--- src/rtl/reg_file_pkg.sv ---
// Shared types and default geometry for the decode-stage register file.
// Latency: n/a (declarations only).
// Backpressure: n/a.
package reg_file_pkg;

    localparam int XLEN_DEF     = 32;
    localparam int NREGS_DEF    = 32;
    localparam int AW           = $clog2(NREGS_DEF);
    localparam int ZERO_REG_DEF = 31;

    typedef logic [AW-1:0] reg_addr_t;

    // One bypass stage as seen by decode at the default geometry.
    typedef struct packed {
        logic               valid;
        logic               ready;
        reg_addr_t          addr;
        logic [XLEN_DEF-1:0] data;
    } byp_t;

endpackage

--- src/rtl/reg_file_rd_port.sv ---
// One operand read port: zero register, priority bypass, write-through, scoreboard hazard.
// Latency: purely combinational, zero cycles.
// Backpressure: raises hazard when the operand is not yet available; the top turns it into stall.
module reg_file_rd_port
    import reg_file_pkg::*;
#(
    parameter int XLEN     = XLEN_DEF,
    parameter int NREGS    = NREGS_DEF,
    parameter int NBYP     = 3,
    parameter int ZERO_REG = ZERO_REG_DEF,
    parameter int ADDR_W   = $clog2(NREGS)
) (
    input  logic [ADDR_W-1:0]      ra,
    input  logic [NBYP-1:0]        byp_valid,
    input  logic [NBYP-1:0]        byp_ready,
    input  logic [NBYP*ADDR_W-1:0] byp_addr,
    input  logic [NBYP*XLEN-1:0]   byp_data,
    input  logic                   we,
    input  logic [ADDR_W-1:0]      wa,
    input  logic [XLEN-1:0]        wd,
    input  logic                   is_pending,
    input  logic [XLEN-1:0]        reg_data,
    output logic [XLEN-1:0]        rd,
    output logic                   hazard
);

    localparam logic [ADDR_W-1:0] ZADDR = ADDR_W'(ZERO_REG);

    logic matched;

    // Priority selection: zero reg, youngest matching bypass, write-through, scoreboard, array.
    always_comb begin
        rd      = reg_data;
        hazard  = 1'b0;
        matched = 1'b0;
        if (ra == ZADDR) begin
            rd = '0;
        end else begin
            // ra is not the zero register here, so a bypass aimed at it can never match.
            for (int i = 0; i < NBYP; i++) begin
                if (!matched && byp_valid[i] && (byp_addr[i*ADDR_W +: ADDR_W] == ra)) begin
                    matched = 1'b1;
                    if (byp_ready[i]) begin
                        rd = byp_data[i*XLEN +: XLEN];
                    end else begin
                        hazard = 1'b1;
                    end
                end
            end
            if (!matched) begin
                if (we && (wa == ra)) begin
                    rd = wd;
                end else if (is_pending) begin
                    hazard = 1'b1;
                end
            end
        end
    end

endmodule

--- src/rtl/reg_file_sb.sv ---
// Decode register file with N-stage bypass, write-through, pending-write scoreboard and stall counter.
// Latency: reads combinational; writes, scoreboard and counter update on the next clk edge.
// Backpressure: stall asserts when any enabled read port has an unavailable operand.
module reg_file_sb
    import reg_file_pkg::*;
#(
    parameter int XLEN     = XLEN_DEF,
    parameter int NREGS    = NREGS_DEF,
    parameter int NRD      = 2,
    parameter int NBYP     = 3,
    parameter int ZERO_REG = ZERO_REG_DEF,
    parameter int CNTW     = 16,
    parameter int ADDR_W   = $clog2(NREGS)
) (
    input  logic                   clk,
    input  logic                   rst,
    input  logic [NRD-1:0]         rd_en,
    input  logic [NRD*ADDR_W-1:0]  ra,
    output logic [NRD*XLEN-1:0]    rd,
    input  logic                   we,
    input  logic [ADDR_W-1:0]      wa,
    input  logic [XLEN-1:0]        wd,
    input  logic [NBYP-1:0]        byp_valid,
    input  logic [NBYP-1:0]        byp_ready,
    input  logic [NBYP*ADDR_W-1:0] byp_addr,
    input  logic [NBYP*XLEN-1:0]   byp_data,
    input  logic                   sb_set,
    input  logic [ADDR_W-1:0]      sb_addr,
    input  logic                   sb_clr,
    output logic                   stall,
    output logic [NREGS-1:0]       pending,
    output logic [CNTW-1:0]        stall_cnt
);

    localparam logic [ADDR_W-1:0] ZADDR = ADDR_W'(ZERO_REG);

    logic [XLEN-1:0]  regs [NREGS];
    logic [NREGS-1:0] pending_q;
    logic [NREGS-1:0] pending_d;
    logic [NRD-1:0]   hazard;
    logic [CNTW-1:0]  cnt_q;

    // Architectural register array; the zero register is never written so it stays 0.
    always_ff @(posedge clk or posedge rst) begin
        if (rst) begin
            for (int i = 0; i < NREGS; i++) begin
                regs[i] <= '0;
            end
        end else if (we && (wa != ZADDR)) begin
            regs[wa] <= wd;
        end
    end

    // Scoreboard next state: retire clears first so an issuing op to the same register wins.
    always_comb begin
        pending_d = pending_q;
        if (sb_clr) begin
            pending_d[wa] = 1'b0;
        end
        if (sb_set && (sb_addr != ZADDR)) begin
            pending_d[sb_addr] = 1'b1;
        end
    end

    // Scoreboard register.
    always_ff @(posedge clk or posedge rst) begin
        if (rst) begin
            pending_q <= '0;
        end else begin
            pending_q <= pending_d;
        end
    end

    for (genvar r = 0; r < NRD; r++) begin : g_rd
        logic [ADDR_W-1:0] ra_r;
        assign ra_r = ra[r*ADDR_W +: ADDR_W];

        reg_file_rd_port #(
            .XLEN     (XLEN),
            .NREGS    (NREGS),
            .NBYP     (NBYP),
            .ZERO_REG (ZERO_REG),
            .ADDR_W   (ADDR_W)
        ) u_port (
            .ra         (ra_r),
            .byp_valid  (byp_valid),
            .byp_ready  (byp_ready),
            .byp_addr   (byp_addr),
            .byp_data   (byp_data),
            .we         (we),
            .wa         (wa),
            .wd         (wd),
            .is_pending (pending_q[ra_r]),
            .reg_data   (regs[ra_r]),
            .rd         (rd[r*XLEN +: XLEN]),
            .hazard     (hazard[r])
        );
    end

    // Only ports that actually consume an operand may hold decode; reset masks stall outright.
    assign stall = ~rst & (|(rd_en & hazard));

    // Saturating stall-cycle counter.
    always_ff @(posedge clk or posedge rst) begin
        if (rst) begin
            cnt_q <= '0;
        end else if (stall && (cnt_q != '1)) begin
            cnt_q <= cnt_q + 1'b1;
        end
    end

    assign pending   = pending_q;
    assign stall_cnt = cnt_q;

endmodule

--- config.mk ---
export PLATFORM = sky130hd
export DESIGN_NAME = reg_file_sb
export DESIGN_NICKNAME = d
export VERILOG_FILES = /design/src/rtl/reg_file_pkg.sv /design/src/rtl/reg_file_rd_port.sv /design/src/rtl/reg_file_sb.sv
export SDC_FILE = /design/constraint.sdc
export NUM_CORES = 2
export LEC_CHECK = 0
export ABC_CLOCK_PERIOD_IN_PS = 49100
export CORE_MARGIN = 2
export CORE_UTILIZATION = 55
export CTS_CLUSTER_SIZE = 24
export DETAILED_ROUTE_END_ITERATION = 8
export GPL_TIMING_DRIVEN = 0
export HOLD_SLACK_MARGIN = 0.08
export MAX_ROUTING_LAYER = met4
export PLACE_DENSITY = 0.82
export SYNTH_ARGS = -nofsm -noshare
export SYNTH_HDL_FRONTEND = slang
export SYNTH_HIERARCHICAL = 1
export SYNTH_SLANG_ARGS = --single-unit
export TNS_END_PERCENT = 100
--- constraint.sdc ---
create_clock -name clk -period 49.1 [get_ports clk]
set_clock_uncertainty 0.05 [all_clocks]
set_input_delay 9.82 -clock clk [delete_from_list [all_inputs] [get_ports clk]]
set_output_delay 9.82 -clock clk [all_outputs]
set_load 0.005 [all_outputs]
# Word-level counts from Yosys, hierarchy flattened
# Cells that the tools add are included.
# word_totals
latchBits	0
inputBits	176
ff_bits	1072
word_cells	158
mem_bits_rw	0
mem_count	0
romBits	0
# op_classes
div	0
bitwise_logic	9
n_shift	0
magnitude_cmp	10
reduce_logical	23
add_sub_neg	1
multipliers	0
eq_ne	13
mux	68
# op_table
operator	count
$bwmux 1024	1
$mux 32	25
$bmux 32 s5	2
$demux 32 s5	1
$eq 5x5->1	8
$mux 1	35
$and 32x32->32	1
$not 32->32	1
$or 32x32->32	1
$lt 5x6->1 const B	4
$ge 6x6->1 const B	3
$logic_and 1x1->1	18
$not 5->6	3
$add 16x1->16 const B	1
$ne 16x16->1 const B	1
$bmux 1 s5	2
$demux 1 s5	2
$eq 5x5->1 const B	2
$ge 5x1->1 const B	2
$ne 5x5->1 const B	2
$lt 6x1->1 const B	1
$logic_not 1->1	4
$and 2x2->2	1
$reduce_or 2->1	1
other kinds (2)	2

# Longest topological paths before layout
# logic_depth
word_depth	21
mapped_depth	18
ltp_nobuf	15

# Cells and area by module
# Netlist, hierarchy kept.
# by_module_without_submodules
module	cells_per_inst	seq_area_each_um2	n_inst	area_per_inst_um2
reg_file_sb	4880	26825.7	1	58013.1
reg_file_rd_port	283	0.0	2	2244.7

# Worst setup path after synthesis
# No wires, ideal clock.
# synth_timing
path_type	in2out
from	in ra[1]
to	out stall
stages	15
path_slack_ns	27.433
arrival_time_ns	11.797
n_path_buf	4
cell_sequence	buf_2 buf_2 buf_2 buf_2 mux2i_1 a22oi_1 a31oi_1 nand3_1 o21ai_0 o21ai_0 o21ai_1 a21oi_1 a22oi_1 or2_2 inv_1
# synth_via
elab_chain_len	20
elab_cells_between_ends	33
classes_between	eq/ne: 5; mux: 17; bitwise: 2; reduce/logical: 9
# synth_lines
element	line	text
start: declaration	reg_file_sb.sv:18	input logic [NRD*ADDR_W-1:0] ra,
$eq 5x5->1	reg_file_rd_port.sv:41	if (!matched && byp_valid[i] && (byp_addr[i*ADDR_W +: ADDR_W] == ra)) begin
$logic_and 1x1->1	reg_file_rd_port.sv:41	
$mux 1	reg_file_rd_port.sv:41	
$mux 1	reg_file_rd_port.sv:36	if (ra == ZADDR) begin
$logic_not 1->1	reg_file_rd_port.sv:41	
$logic_and 1x1->1 (2 in series)	reg_file_rd_port.sv:41	
$mux 1	reg_file_rd_port.sv:41	
$mux 1	reg_file_rd_port.sv:36	
(+4 left out)	--	
$mux 1	reg_file_rd_port.sv:53	end else if (is_pending) begin
$mux 1	reg_file_rd_port.sv:51	if (we && (wa == ra)) begin
$mux 1	reg_file_rd_port.sv:50	if (!matched) begin
$mux 1 *	reg_file_rd_port.sv:36	
net hazard[0]	reg_file_sb.sv:40	logic [NRD-1:0] hazard;
$and 2x2->2 *	reg_file_sb.sv:101	assign stall = ~rst & (|(rd_en & hazard));
$reduce_or 2->1 *	reg_file_sb.sv:101	
$and 1x1->1 *	reg_file_sb.sv:101	
end: declaration	reg_file_sb.sv:30	output logic stall,
# The timed path passes the listed nets; every way through them passes the cells marked *. The select of a mux whose other input is x is not followed.

# Worst setup path after layout
# layout_timing
from	in ra[5]
to	out stall
# The elaborated chain is that of the path after synthesis.

==> results_dict.tcl <==
set metrics [dict create \
    status "finished, violations left" \
    violations "DRC, capacitance limit, slew limit" \
    hold_class "flop to flop" \
    cts.clk_slew.worst_paths_ns 0.06 \
    fin_area_mm2 0.0717 \
    synth_area_mm2 0.0625 \
    power_mw 2.80 \
    clk_latency_ns 0.75 \
    synthAdderAreaFrac 0.000200 \
    num_rows 123 \
    final_cell_count_no_fill 7482 \
    worst-path-max-fanout 10 \
    hold_viol 0 \
    worstPathArrival_ns 16.48 \
    setup_ws_ns 22.75 \
    grt_max_degree 133 \
    synth-seq-cells 1072 \
    first_pass_iters 9 \
    rsz0062_at_grt "no" \
    place.gp.congestion 1.09 \
    timing.final.crit_period_ns 26.35 \
    hpwl_um 209000 \
    cp_slowest_stage_delay_ns 1.23 \
    grt_pass1_vias 50100 \
    vias 52300 \
    final_common_cell "mux2i_1" \
    hold_ws_ns 0.435 \
    min_period_over_period 0.537 \
    grt.total_usage 0.475 \
    worst_path_max_delay_cell "clkbuf_1" \
    synth_xor_area_frac 0.00729 \
    yosys_warnings 6 \
    multi_input_area_mm2 0.0330 \
    ioPinCount 289 \
    cts_tree "yes" \
    placedCellCount 7242 \
    ir_drop_uv 35.3 \
    crit_type "input pin to primary output" \
    die_h_um 341 \
    postCtsHoldBufs 0 \
    synth_compound_area_frac 0.0997 \
    placed_area_mm2 0.0675 \
    dr.first_iter.drc_count 8231 \
    critPathLaunchType "input pin" \
    syn_to_final_growth_pct 14.7 \
    required_ns 39.23 \
    ys_seq_area_frac 0.429 \
    n_fill_cell 9036 \
    antenna_found_initial 23 \
    synth_top_family_by_area "multiplexers" \
    setup_viol 0 \
    synth_simple_gate_area_frac 0.0518 \
    vias_per_cell 6.99 \
    drive_above_1_share 0.255 \
    muxShareOfSynthArea 0.368 \
    critPathTopFamily "buffers and inverters" \
    seqCellArea_mm2 0.0268 \
    core-area_mm2 0.113 \
    cts_max_level 3 \
    layout_common_cells "1182 x mux2i_1, 1072 x dfrtp_1, 987 x mux2_2" \
    post_cts_buffers 0 \
    pre_cts_ws_ns 23.54 \
    drv_cap 3 \
    slew_violations 33 \
    p_leak_nw 33.9 \
    path_buf_inv 5 \
    die_w_um 341 \
    relSlewSlack -0.0755 \
    p_per_area_mw_per_mm2 39.0 \
    cts-root-buf "clkbuf_16" \
    ys_types 60 \
    drtAntennaViolNets 0 \
    clock_path_buffers 3 \
    grt_overflow 0 \
    cts_buffers 115 \
    initial_core_util 0.555 \
    nets 6036 \
    syn_avg_cell_area_um2 11.5 \
    post_drt_wl_per_cell_um 36.7 \
    synthesis.nets 5623 \
    wl_um 274000 \
    worst_pin_slew_ns 1.61 \
    ctsResizeCount 0 \
    final_util 0.637 \
    drc 5 \
    tns_ns 0 \
    syn_inst 5446 \
    clock.fmax_ghz 0.0380 \
    grt_pass1_wl_um 377000 \
    path_cells "clkdlybuf4s50_1 > nor2_1 > clkbuf_1 > clkbuf_1 > nand2_1 > a31oi_1 > nand3_1 > o21ai_0 > o21ai_0 > o21ai_1 > a21oi_1 > a22oi_1 > or2_2 > inv_1 > clkdlybuf4s50_1" \
    die_area_mm2 0.116 \
    clock-sinks 1072 \
    io_buffers 287 \
    worstSetupEndpointType "primary output" \
]
-- Yosys cell counts (all sizes together) --
cell type,instances,area share
o211a,62,0.0099
o31ai,2,0.00024
a21oi,202,0.016
nor2b,7,0.00070
ha,1,0.00020
mux2i,1182,0.19
dfrtp,1072,0.43
a21o,2,0.00024
nor2,92,0.0057
nand3b,7,0.00084
or2,5,0.00050
nand3,221,0.018
nor3,71,0.0060
xor2,17,0.0024
mux2,993,0.18
clkbuf,267,0.016
or2b,2,0.00024
and3b,1,0.00014
buf,303,0.026
nor4,5,0.00070
a22o,132,0.018
o22ai,62,0.0062
a311oi,2,0.00048
nand4,9,0.00090
and4,4,0.00064
and3,8,0.00084
nor3b,3,0.00044
o21a,1,0.00012
a221oi,62,0.0087
o2111ai,1,0.00014
a2bb2oi,2,0.00084
xnor2,35,0.0049
o21ai,70,0.0056
and2,7,0.00070
o2111a,2,0.00036
or3b,3,0.00042
inv,12,0.00072
nand2,232,0.014
or3,1,0.00010
a211oi,5,0.0014
a22oi,199,0.024
nand2b,11,0.0011
a31oi,69,0.0069
-- sequential cells by signal, indices dropped and copies added, names as in the netlist --
| signal | count |
|---|---|
| pending | 32 |
| regs | 1024 |
| stall_cnt | 16 |
-- where the power goes --
part / internal, mW / total (mW) / switching [mW] / leakage, nW
sequential: 1.05 / 1.19 / 0.139 / 13.8
combinational: 0.309 / 0.650 / 0.341 / 18.1
clock: 0.559 / 0.958 / 0.398 / 2.05
-- kinds of logic (layout without fill, tap and decap cells) --
family / Yosys count / count (layout)
buffers and inverters: 582 / 1095
AND/OR/NAND/NOR: 689 / 689
AO/OA/AOI/OAI: 875 / 875
other: 0 / 23
multiplexers: 2175 / 2175
adder cells (fa/ha/maj): 1 / 1
XOR/XNOR: 52 / 52
flip-flops: 1072 / 1072
-- worst reg2reg max path, stage by stage (launching register included) --
cell and delay, ns:
dfrtp_1 0.43, mux2i_1 0.10, a22o_1 0.26, nor3_1 0.20
a31oi_1 0.15, nand3_1 0.29, o21ai_0 0.12, o21ai_0 0.38
o21ai_1 0.10, a21oi_1 0.21, a22oi_1 0.18, nor4_1 0.65
o2111ai_1 0.31, nor2_1 0.19, xor2_1 0.16
-- per-layer routing --
layer | track usage | vias to the layer above | routed length, um
met5 | - | - | 0
li1 | - | 21100 | -
met4 | 0.307 | 0 | 21800
met1 | 0.585 | 26200 | 102000
met2 | 0.647 | 3980 | 112000
met3 | 0.183 | 1046 | 39600
-- area by class of cell --
type	instances	share of cell area
multi-input combinational	3792	0.460
clock buffer	163	0.0477
clock inverter	54	0.0100
tap	1500	0.0262
timing repair buffer	296	0.0435
sequential	1072	0.374
buffer	570	0.0375
antenna	23	0.000803
inverter	12	0.000733
-- worst paths after layout --
kind	slack (ns)	start	depth (start not counted)	to
max	22.75	ra[5]	15	stall
min	0.43	regs[23]	1	regs[23]
max reg2reg	45.23	pending[0]	14	stall_cnt[13]
min reg2reg	0.43	regs[23]	1	regs[23]
max in group asynchronous	36.93	rst	6	regs[834]
min in group asynchronous	9.53	rst	2	stall_cnt[7]
No activity file was read; power rests on OpenSTA's default activity.
